<file path="config.mk">
export PLATFORM = sky130hd
export DESIGN_NAME = axi_mux_aw_w_scheduler_flat
export DESIGN_NICKNAME = d
export VERILOG_FILES = /design/src/rtl/axi_mux_aw_w_scheduler_if.sv /design/src/rtl/axi_mux_aw_w_scheduler.sv /design/src/flat_wrapper.sv
export SDC_FILE = /design/constraint.sdc
export NUM_CORES = 1
export LEC_CHECK = 0
export ABC_CLOCK_PERIOD_IN_PS = 4400
export CORE_ASPECT_RATIO = 1.5
export CORE_MARGIN = 10
export CORE_UTILIZATION = 25
export DETAILED_ROUTE_END_ITERATION = 10
export SYNTH_ARGS = -nofsm -noshare
export SYNTH_HDL_FRONTEND = slang
export SYNTH_SLANG_ARGS = --single-unit
</file>
<file path="constraint.sdc">
create_clock -name clk_i -period 4.4 [get_ports clk_i]
set_input_delay 0.88 -clock clk_i [delete_from_list [all_inputs] [get_ports clk_i]]
set_output_delay 0.88 -clock clk_i [all_outputs]
set_load 0.01 [all_outputs]
</file>
<file path="src/rtl/axi_mux_aw_w_scheduler_if.sv">
// Handshake bundle between the AXI mux slave ports and the shared master port.
// The master modport is the scheduler's view; the slave modport is the environment's view.
interface axi_mux_aw_w_scheduler_if #(
    parameter int NoSlvPorts = 4
);
    localparam int IdxWidth = $clog2(NoSlvPorts);

    logic [NoSlvPorts-1:0] slv_aw_valid_i;
    logic [NoSlvPorts-1:0] slv_aw_ready_o;
    logic [NoSlvPorts-1:0] slv_w_valid_i;
    logic [NoSlvPorts-1:0] slv_w_last_i;
    logic [NoSlvPorts-1:0] slv_w_ready_o;
    logic                  mst_aw_valid_o;
    logic                  mst_aw_ready_i;
    logic [IdxWidth-1:0]   mst_aw_sel_o;
    logic                  mst_w_valid_o;
    logic                  mst_w_ready_i;
    logic [IdxWidth-1:0]   mst_w_sel_o;

    modport master (
        input  slv_aw_valid_i, slv_w_valid_i, slv_w_last_i, mst_aw_ready_i, mst_w_ready_i,
        output slv_aw_ready_o, slv_w_ready_o, mst_aw_valid_o, mst_aw_sel_o, mst_w_valid_o, mst_w_sel_o
    );

    modport slave (
        output slv_aw_valid_i, slv_w_valid_i, slv_w_last_i, mst_aw_ready_i, mst_w_ready_i,
        input  slv_aw_ready_o, slv_w_ready_o, mst_aw_valid_o, mst_aw_sel_o, mst_w_valid_o, mst_w_sel_o
    );
endinterface

</file>
<file path="src/rtl/axi_mux_aw_w_scheduler.sv">
// Round-robin AW arbiter with a W-order FIFO that steers W beats in AW acceptance order.
// Define AXI_MUX_W_FALLTHROUGH_EN to forward W in the same cycle as an AW accepted into an empty FIFO.
module axi_mux_aw_w_scheduler #(
    parameter  int NoSlvPorts = 4,
    parameter  int MaxWTrans  = 8,
    localparam int IdxWidth   = $clog2(NoSlvPorts)
) (
    input  logic                         clk_i,
    input  logic                         rst_i,
    axi_mux_aw_w_scheduler_if.master     io_bus,
    output logic [$clog2(MaxWTrans):0]   w_usage_o
);
    localparam int PtrWidth = $clog2(MaxWTrans);

    typedef enum logic {IDLE, LOCKED} awState_e;

    awState_e            r_state;
    awState_e            w_nextState;
    logic [IdxWidth-1:0] r_rrPtr;
    logic [IdxWidth-1:0] r_lockIdx;
    logic [IdxWidth-1:0] r_fifo [MaxWTrans];
    logic [PtrWidth-1:0] r_wrPtr;
    logic [PtrWidth-1:0] r_rdPtr;
    logic [PtrWidth:0]   r_usage;

    logic                w_full;
    logic                w_empty;
    logic [IdxWidth:0]   w_candidate;
    logic                w_arbFound;
    logic [IdxWidth-1:0] w_arbIdx;
    logic                w_grantValid;
    logic [IdxWidth-1:0] w_grantIdx;
    logic                w_awValid;
    logic                w_awHs;
    logic                w_fallThrough;
    logic                w_wActive;
    logic [IdxWidth-1:0] w_wIdx;
    logic                w_wValid;
    logic                w_wLast;
    logic                w_push;
    logic                w_pop;

    assign w_full    = (r_usage == (PtrWidth+1)'(MaxWTrans));
    assign w_empty   = (r_usage == '0);
    assign w_usage_o = r_usage;

    // Search starts at the round-robin pointer and wraps, so the first hit is the fair winner.
    always_comb begin
        w_arbFound  = 1'b0;
        w_arbIdx    = '0;
        w_candidate = '0;
        for (int i = 0; i < NoSlvPorts; i++) begin
            w_candidate = {1'b0, r_rrPtr} + (IdxWidth+1)'(i);
            if (w_candidate >= (IdxWidth+1)'(NoSlvPorts))
                w_candidate = w_candidate - (IdxWidth+1)'(NoSlvPorts);
            if (!w_arbFound && io_bus.slv_aw_valid_i[w_candidate[IdxWidth-1:0]]) begin
                w_arbFound = 1'b1;
                w_arbIdx   = w_candidate[IdxWidth-1:0];
            end
        end
    end

    always_comb begin
        w_grantValid = (r_state == LOCKED) | w_arbFound;
        w_grantIdx   = (r_state == LOCKED) ? r_lockIdx : w_arbIdx;
        w_awValid    = !rst_i & w_grantValid & !w_full;
        w_awHs       = w_awValid & io_bus.mst_aw_ready_i;
        w_nextState  = r_state;
        case (r_state)
            IDLE:    if (w_awValid && !io_bus.mst_aw_ready_i) w_nextState = LOCKED;
            LOCKED:  if (w_awHs) w_nextState = IDLE;
            default: w_nextState = IDLE;
        endcase
        io_bus.slv_aw_ready_o = '0;
        if (w_awValid)
            io_bus.slv_aw_ready_o[w_grantIdx] = io_bus.mst_aw_ready_i;
        io_bus.mst_aw_valid_o = w_awValid;
        io_bus.mst_aw_sel_o   = w_awValid ? w_grantIdx : '0;
    end

    // With fall-through, an empty FIFO lets the AW winner drive W directly; a finished burst never enters the FIFO.
    always_comb begin
`ifdef AXI_MUX_W_FALLTHROUGH_EN
        w_fallThrough = w_empty & w_awHs;
`else
        w_fallThrough = 1'b0;
`endif
        w_wActive = !rst_i & (!w_empty | w_fallThrough);
        w_wIdx    = w_empty ? w_grantIdx : r_fifo[r_rdPtr];
        w_wValid  = w_wActive & io_bus.slv_w_valid_i[w_wIdx];
        w_wLast   = w_wValid & io_bus.mst_w_ready_i & io_bus.slv_w_last_i[w_wIdx];
        w_pop     = w_wLast & !w_empty;
        w_push    = w_awHs & !(w_fallThrough & w_wLast);
        io_bus.slv_w_ready_o = '0;
        if (w_wActive)
            io_bus.slv_w_ready_o[w_wIdx] = io_bus.mst_w_ready_i;
        io_bus.mst_w_valid_o = w_wValid;
        io_bus.mst_w_sel_o   = w_wValid ? w_wIdx : '0;
    end

    always_ff @(posedge clk_i or posedge rst_i) begin
        if (rst_i) begin
            r_state   <= IDLE;
            r_lockIdx <= '0;
            r_rrPtr   <= '0;
        end else begin
            r_state <= w_nextState;
            if (r_state == IDLE && w_nextState == LOCKED)
                r_lockIdx <= w_grantIdx;
            if (w_awHs)
                r_rrPtr <= (w_grantIdx == IdxWidth'(NoSlvPorts-1)) ? '0 : w_grantIdx + 1'b1;
        end
    end

    always_ff @(posedge clk_i or posedge rst_i) begin
        if (rst_i) begin
            r_wrPtr <= '0;
            r_rdPtr <= '0;
            r_usage <= '0;
        end else begin
            if (w_push) r_wrPtr <= r_wrPtr + 1'b1;
            if (w_pop)  r_rdPtr <= r_rdPtr + 1'b1;
            if (w_push && !w_pop)      r_usage <= r_usage + 1'b1;
            else if (w_pop && !w_push) r_usage <= r_usage - 1'b1;
        end
    end

    always_ff @(posedge clk_i) begin
        if (w_push)
            r_fifo[r_wrPtr] <= w_grantIdx;
    end
endmodule
</file>
<file path="src/flat_wrapper.sv">
// flat-port wrapper written by rule: the top's interface ports become plain ports
module axi_mux_aw_w_scheduler_flat 
#(
    parameter  int NoSlvPorts = 4,
    parameter  int MaxWTrans  = 8,
    localparam int IdxWidth   = $clog2(NoSlvPorts)
)
  (clk_i, rst_i, w_usage_o, io_bus_slv_aw_valid_i, io_bus_slv_w_valid_i, io_bus_slv_w_last_i, io_bus_mst_aw_ready_i, io_bus_mst_w_ready_i, io_bus_slv_aw_ready_o, io_bus_slv_w_ready_o, io_bus_mst_aw_valid_o, io_bus_mst_aw_sel_o, io_bus_mst_w_valid_o, io_bus_mst_w_sel_o);
  axi_mux_aw_w_scheduler_if #(.NoSlvPorts(NoSlvPorts)) io_bus_i ();
  input  logic clk_i;
  input  logic rst_i;
  output logic [$clog2(MaxWTrans):0] w_usage_o;
  input wire logic [$bits(io_bus_i.slv_aw_valid_i)-1:0] io_bus_slv_aw_valid_i;
  input wire logic [$bits(io_bus_i.slv_w_valid_i)-1:0] io_bus_slv_w_valid_i;
  input wire logic [$bits(io_bus_i.slv_w_last_i)-1:0] io_bus_slv_w_last_i;
  input wire logic [$bits(io_bus_i.mst_aw_ready_i)-1:0] io_bus_mst_aw_ready_i;
  input wire logic [$bits(io_bus_i.mst_w_ready_i)-1:0] io_bus_mst_w_ready_i;
  output wire logic [$bits(io_bus_i.slv_aw_ready_o)-1:0] io_bus_slv_aw_ready_o;
  output wire logic [$bits(io_bus_i.slv_w_ready_o)-1:0] io_bus_slv_w_ready_o;
  output wire logic [$bits(io_bus_i.mst_aw_valid_o)-1:0] io_bus_mst_aw_valid_o;
  output wire logic [$bits(io_bus_i.mst_aw_sel_o)-1:0] io_bus_mst_aw_sel_o;
  output wire logic [$bits(io_bus_i.mst_w_valid_o)-1:0] io_bus_mst_w_valid_o;
  output wire logic [$bits(io_bus_i.mst_w_sel_o)-1:0] io_bus_mst_w_sel_o;
  assign io_bus_i.slv_aw_valid_i = io_bus_slv_aw_valid_i;
  assign io_bus_i.slv_w_valid_i = io_bus_slv_w_valid_i;
  assign io_bus_i.slv_w_last_i = io_bus_slv_w_last_i;
  assign io_bus_i.mst_aw_ready_i = io_bus_mst_aw_ready_i;
  assign io_bus_i.mst_w_ready_i = io_bus_mst_w_ready_i;
  assign io_bus_slv_aw_ready_o = io_bus_i.slv_aw_ready_o;
  assign io_bus_slv_w_ready_o = io_bus_i.slv_w_ready_o;
  assign io_bus_mst_aw_valid_o = io_bus_i.mst_aw_valid_o;
  assign io_bus_mst_aw_sel_o = io_bus_i.mst_aw_sel_o;
  assign io_bus_mst_w_valid_o = io_bus_i.mst_w_valid_o;
  assign io_bus_mst_w_sel_o = io_bus_i.mst_w_sel_o;
  axi_mux_aw_w_scheduler #(.NoSlvPorts(NoSlvPorts), .MaxWTrans(MaxWTrans)) u_core (.clk_i(clk_i), .rst_i(rst_i), .io_bus(io_bus_i), .w_usage_o(w_usage_o));
endmodule
</file>
== Yosys cells after proc, flatten, opt, wreduce, memory -nomap -nowiden ==
Memories as Yosys holds them, arrays and structs flattened.
Cells that the tools add are included.
Widths: inputs -> output; s select.
Operators by class
  magnitude comparators: 12
  eq/ne operators: 2
  reduce and logical (&&, ||, !) cells: 20
  add/subtract/negate cells: 12
  mux-type cells: 42
  bitwise logic cells: 12
Operators by type and width (count)
  $mux 2: 13
  $lt 2x3->1 const B: 6
  $mux 1: 16
  $mux 4: 4
  $bmux 1 s2: 6
  $ge 3x3->1 const B: 3
  $logic_and 1x1->1: 9
  $logic_not 1->1: 9
  $and 1x1->1: 8
  $and 4x4->4: 2
  $sub 2x1->2 const B: 4
  $add 2x2->3 const B: 2
  $add 3x1->3 const B: 2
  $add 4x1->4 const B: 1
  $demux 1 s2: 2
  $eq 4x4->1 const B: 1
  $ge 2x1->1 const B: 2
  $logic_not 4->1: 1
  $sub 4x1->4 const B: 1
  $add 2x1->3 const B: 1
  $ge 2x3->1 const B: 1
  $add 2x1->2 const B: 1
  $eq 2x2->1 const B: 1
  $pmux 1 s2: 1
  other kinds (3): 3
Storage, ports and cells
  output and inout bits: 18
  RAM bits: 16
  memories kept: 1
  flip-flop bits (word level): 15
  bits of input ports: 16
  logic and storage cells: 107
Memory list
  u_core.r_fifo: words 8, bits a word 2, rd ports 1, clocked after memory_dff 0, write ports 1, RTL line axi_mux_aw_w_scheduler.sv:21  | logic [IdxWidth-1:0] r_fifo [MaxWTrans];

== Logic depth before layout (Yosys ltp) ==
  depth after elaboration: 25
  mapped depth: 17
  mapped depth without buffers: 16

== Least setup slack after synthesis ==
No wires, ideal clock.
  path type: input-to-reg
  start point: input port io_bus_slv_aw_valid_i[0]
  end point: register u_core.r_usage[3], in the netlist u_core.w_usage_o[3]
  data required time: 4270 ps
  cell stages on the path: 16
  setup time: 130 ps
  slack: 706 ps
  arrival: 3564 ps
  path through: nor2b_1 > o21ai_1 > a32o_1 > inv_1 > a21o_1 > o311a_4 > and3_4 > inv_1 > ha_1 > inv_1 > ha_1 > a21o_1 > a21oi_1 > xnor2_1 > nor2_1 > xor2_1
On the way
  longest elaborated chain between the ends: 23
Ends and longest elaborated chain
  from (decl): RTL line flat_wrapper.sv:13  | input wire logic [$bits(io_bus_i.slv_aw_valid_i)-1:0] io_bus_slv_aw_valid_i;
  $bmux 1 s2: RTL line axi_mux_aw_w_scheduler.sv:56  | if (!w_arbFound && io_bus.slv_aw_valid_i[w_candidate[IdxWidth-1:0]]) begin
  $mux 1 (not written as such): RTL line axi_mux_aw_w_scheduler.sv:56
  $mux 1: RTL line axi_mux_aw_w_scheduler.sv:56
  $logic_not 1->1: RTL line axi_mux_aw_w_scheduler.sv:56
  $logic_and 1x1->1: RTL line axi_mux_aw_w_scheduler.sv:56
  $mux 1: RTL line axi_mux_aw_w_scheduler.sv:56
  $logic_not 1->1: RTL line axi_mux_aw_w_scheduler.sv:56
  $logic_and 1x1->1: RTL line axi_mux_aw_w_scheduler.sv:56
  [... 5 more ...]
  net u_core.w_grantIdx[0]: RTL line axi_mux_aw_w_scheduler.sv:32  | logic [IdxWidth-1:0] w_grantIdx;
  [... 2 more ...]
  $mux 1 (not written as such) (*): RTL line axi_mux_aw_w_scheduler.sv:90  | w_wValid = w_wActive & io_bus.slv_w_valid_i[w_wIdx];
  $and 1x1->1 (*): RTL line axi_mux_aw_w_scheduler.sv:90
  net io_bus_mst_w_valid_o: RTL line flat_wrapper.sv:22  | output wire logic [$bits(io_bus_i.mst_w_valid_o)-1:0] io_bus_mst_w_valid_o;
  $and 1x1->1 (*) (2 in series): RTL line axi_mux_aw_w_scheduler.sv:91  | w_wLast = w_wValid & io_bus.mst_w_ready_i & io_bus.slv_w_last_i[w_wIdx];
  $and 1x1->1 (*): RTL line axi_mux_aw_w_scheduler.sv:92  | w_pop = w_wLast & !w_empty;
  $logic_not 1->1: RTL line axi_mux_aw_w_scheduler.sv:123  | if (w_push && !w_pop) r_usage <= r_usage + 1'b1;
  $logic_and 1x1->1: RTL line axi_mux_aw_w_scheduler.sv:123
  $mux 4 or $reduce_bool 2->1 (tied branches)
  to (signal assigned): RTL line axi_mux_aw_w_scheduler.sv:123
  to (signal assigned): RTL line axi_mux_aw_w_scheduler.sv:124  | else if (w_pop && !w_push) r_usage <= r_usage - 1'b1;
  to (decl): RTL line axi_mux_aw_w_scheduler.sv:24  | logic [PtrWidth:0] r_usage;
The timed path passes the listed nets; every way through them passes the cells marked *. The select of a mux whose other input is x is not followed.
A chain may end at the register's enable or synchronous reset.

== Worst setup path in the final report ==
  start point: input port io_bus_slv_aw_valid_i[0]
  end point: output port io_bus_mst_w_sel_o[0]
On the way
  longest elaborated chain between the ends: 18
Ends and longest elaborated chain
  $bmux 1 s2: RTL line axi_mux_aw_w_scheduler.sv:56
  $mux 1 (not written as such): RTL line axi_mux_aw_w_scheduler.sv:56
  $mux 1: RTL line axi_mux_aw_w_scheduler.sv:56
  $logic_not 1->1: RTL line axi_mux_aw_w_scheduler.sv:56
  $logic_and 1x1->1: RTL line axi_mux_aw_w_scheduler.sv:56
  $mux 1: RTL line axi_mux_aw_w_scheduler.sv:56
  $logic_not 1->1: RTL line axi_mux_aw_w_scheduler.sv:56
  $logic_and 1x1->1: RTL line axi_mux_aw_w_scheduler.sv:56
  [... 3 more ...]
  $mux 2 (*): RTL line axi_mux_aw_w_scheduler.sv:56
  $mux 2 (*): RTL line axi_mux_aw_w_scheduler.sv:65  | w_grantIdx = (r_state == LOCKED) ? r_lockIdx : w_arbIdx;
  net u_core.w_grantIdx[1]: RTL line axi_mux_aw_w_scheduler.sv:32
  $mux 2 (*): RTL line axi_mux_aw_w_scheduler.sv:89  | w_wIdx = w_empty ? w_grantIdx : r_fifo[r_rdPtr];
  $bmux 1 s2 (*): RTL line axi_mux_aw_w_scheduler.sv:90
  $mux 1 (not written as such) (*): RTL line axi_mux_aw_w_scheduler.sv:90
  $and 1x1->1 (*): RTL line axi_mux_aw_w_scheduler.sv:90
  $mux 2 (*): RTL line axi_mux_aw_w_scheduler.sv:98  | io_bus.mst_w_sel_o = w_wValid ? w_wIdx : '0;
  to (decl): RTL line flat_wrapper.sv:23  | output wire logic [$bits(io_bus_i.mst_w_sel_o)-1:0] io_bus_mst_w_sel_o;
Marked as above.

==> results.md <==
- Outcome: completed
- Final RePlAce weighted congestion: 0.817
- Synthesized cell area: 1970 sq um
- CP top delay family: buffers and inverters
- Core area: 7660 sq um
- Clk_lat worst skew: 280 ps
- Sequential share of the synthesized area: 0.434
- Post-Place Cells: 312
- Clock Skew: 4.37 ps
- CTS Buf Count: 5
- Avg Synthesized Cell Area: 11.4 sq um
- Area of the die: 11900 sq um
- Drt via density: 4.63
- Worst-path clk slew: 50 ps
- Relative max-transition margin: 0.592
- Area growth syn-to-layout: 32.5%
- Yosys Warn Count: 0
- Initial Util: 0.258
- Slowest stage delay, CP: 540 ps
- RSZ-0062 raised after global routing: no
- CTS tree: done
- Fmax: 238 MHz
- Mapped Cells: 173
- Power Density: 664 nW/um^2
- Pleak: 1.02 nW
- Worst Hold Class: reg -> reg
- Worst-path maximum fanout: 5
- Cts repair resizes: 0
- Die H: 129 um
- Share of layout cells above drive strength 1: 0.147
- Min Tclk post-route: 4200 ps
- Most frequent cells in the layout: clkdlybuf4s50_1, nor2_1, edfxtp_1, dfrtp_1, nand2_1
- PortBufs: 33
- DIE WIDTH: 92.5 um
- CP cell instances: clkdlybuf4s50_1, a21oi_1, or4b_4, o311ai_4, inv_4, a21o_1, o311a_4, nor2b_1, clkdlybuf4s50_1
- Final period utilization: 0.956
- Total Routed Length: 4.57 mm
- CP dominant cell by count: clkdlybuf4s50_1
- Worst slew pin tran: 611 ps
- Hpwl dp: 3.66 mm
- Pwr Total: 1.74 mW
- Final cell count without fillers: 320
- Row cnt: 39
- Yosys reg bits: 31
- Synth Flop Type: edfxtp_1
- Crit. End Element: primary output
- Hold path startpoint: u_core.r_lockIdx[1]
- Fin util: 0.341
- Placed cell area: 2450 sq um
- Drt wl/cell: 14.3 um
- CP startpoint kind: primary input
- Worst vdd ir: 0.000191 V
- Final setup viols: 0
- RR Startpoint: u_core.r_rdPtr[1]
- Remaining global-route overflow: 0
- TNS Setup: 0 ps
- Cts hold-fix bufs: 0
- Worst Setup SP: io_bus_slv_aw_valid_i[0]
- Reg2reg setup slack: 580 ps
- Drt pass-1 iters: 4
- H-tree depth: 2
- CP max-delay cell: clkdlybuf4s50_1
- Layout Nets: 243
- First-pass GRT wire length: 7.53 mm
- CTS sink cnt: 31
- Pins over their slew limit: 0
- Distinct cells, synth: 55
- Post-synth EDFFs: 16
- Routed Antenna Nets: 0
- Initial antenna violation count: 0
- Final hold vios: 0
- Vias in the first global route: 1539
- Async SR Flop Fraction: 0.484
- Post-CTS setup repair buffer count: 0
- Worst Path Arrival: 3320 ps
- MaxCap Viol Count: 0
- Ports: 34
- ANT cells: 0
- Most common cell after layout, fill and taps aside: clkdlybuf4s50_1
- Post-route cell area: 2610 sq um
- # DRC: 0
- Routed via count: 1482
- Root buffer cell: clkbuf_16
- Initial DRC count: 76
- Largest net degree at the start of global routing: 16
- Worst EP required: 3520 ps
- Worst Path Buf+Inv: 3
- GRT Total Usage: 0.0796
- Syn Nets: 199
- Critical path class: in -> out
- CTS Buffer Depth: 2
per-stage QoR:
stage	hold slack (ps)	setup WS, ps
floorplan	493	706
global placement	524	159
detailed placement	534	113
CTS	545	194
global route	583	91.8
finish	544	196
final timing paths:
path | to | depth (start not counted)
max in group asynchronous | u_core.r_lockIdx[0] | 2
max | io_bus_mst_w_sel_o[0] | 9
min | u_core.r_lockIdx[1] | 1
min reg2reg | u_core.r_lockIdx[1] | 1
min in group asynchronous | u_core.r_rrPtr[0] | 2
max reg2reg | u_core.w_usage_o[3] | 15
routing by layer:
layer | routed length [um] | track usage | vias up | part of all wire
met3 | 309 | 0.0198 | 6 | 0.068
met4 | 91 | 0.0492 | 0 | 0.020
met1 | 1740 | 0.0791 | 719 | 0.38
li1 | - | - | 723 | -
met5 | 0 | 0 | - | 0
met2 | 2430 | 0.145 | 34 | 0.53
sequential cells by signal, summed over array words and instances (netlist names):
signal and flops:
u_core.r_fifo 16, u_core.r_lockIdx 2, u_core.r_rdPtr 3, u_core.r_rrPtr 2, u_core.r_state 1, u_core.r_wrPtr 3, u_core.w_usage_o 4
cells in the mapped netlist (2+ instances only):
| library cell | number | area, sq um |
|---|---|---|
| nor2_1 | 18 | 67.6 |
| nand2b_1 | 5 | 31.3 |
| edfxtp_1 | 16 | 480 |
| ha_1 | 9 | 113 |
| nor2b_1 | 6 | 37.5 |
| buf_6 | 2 | 22.5 |
| mux2i_4 | 2 | 45.0 |
| xnor2_1 | 7 | 61.3 |
| nor4b_1 | 2 | 17.5 |
| inv_1 | 10 | 37.5 |
| nand2_1 | 14 | 52.6 |
| dfrtp_1 | 15 | 375 |
| and3_1 | 5 | 31.3 |
| o21ai_0 | 2 | 10.0 |
| mux2_2 | 2 | 22.5 |
| nor3_1 | 6 | 30.0 |
| nor3b_1 | 2 | 15.0 |
| mux4_1 | 3 | 78.8 |
| a2111oi_0 | 2 | 17.5 |
| a21o_1 | 4 | 30.0 |
| a21oi_1 | 6 | 30.0 |
| or3_1 | 2 | 12.5 |
worst reg2reg max path, cell delays in order, from the launching register on:
cell     delay (ps)
dfrtp_1         630
mux4_1          680
mux2i_4         280
nor3_1          120
nor4b_4         250
o311a_4         250
and3_4          200
inv_1            50
ha_1            210
inv_1           110
ha_1            250
a21o_1          180
a21oi_1         170
xnor2_1         130
nor2_1           60
xor2_1          140
power breakdown:
| group | total (mW) | switching [mW] | internal, mW |
|---|---|---|---|
| clock | 0.358 | 0.118 | 0.240 |
| sequential | 0.550 | 0.138 | 0.412 |
| combinational | 0.828 | 0.390 | 0.439 |
area by class of cell:
class                   instances  area, sq um
multi-input cells             127         1040
well taps                     102          128
inverters                      12         47.5
repair buffers                 40          383
flip-flops and latches         31          856
clock inverters                 1         7.51
clock buffers                   7          153
fillers                       770         5050
logic make-up (layout without fill, tap and decap cells):
group | after synthesis | count (layout) | synth area share
multiplexers | 10 | 10 | 0.0983
buffers and inverters | 15 | 60 | 0.0393
adder cells (fa/ha/maj) | 10 | 10 | 0.0672
AND/OR/NAND/NOR | 72 | 72 | 0.213
XOR/XNOR | 8 | 8 | 0.0355
AO/OA/AOI/OAI | 27 | 27 | 0.113
flip-flops | 31 | 31 | 0.434
Note: power is estimated with default switching activity, not from simulation.
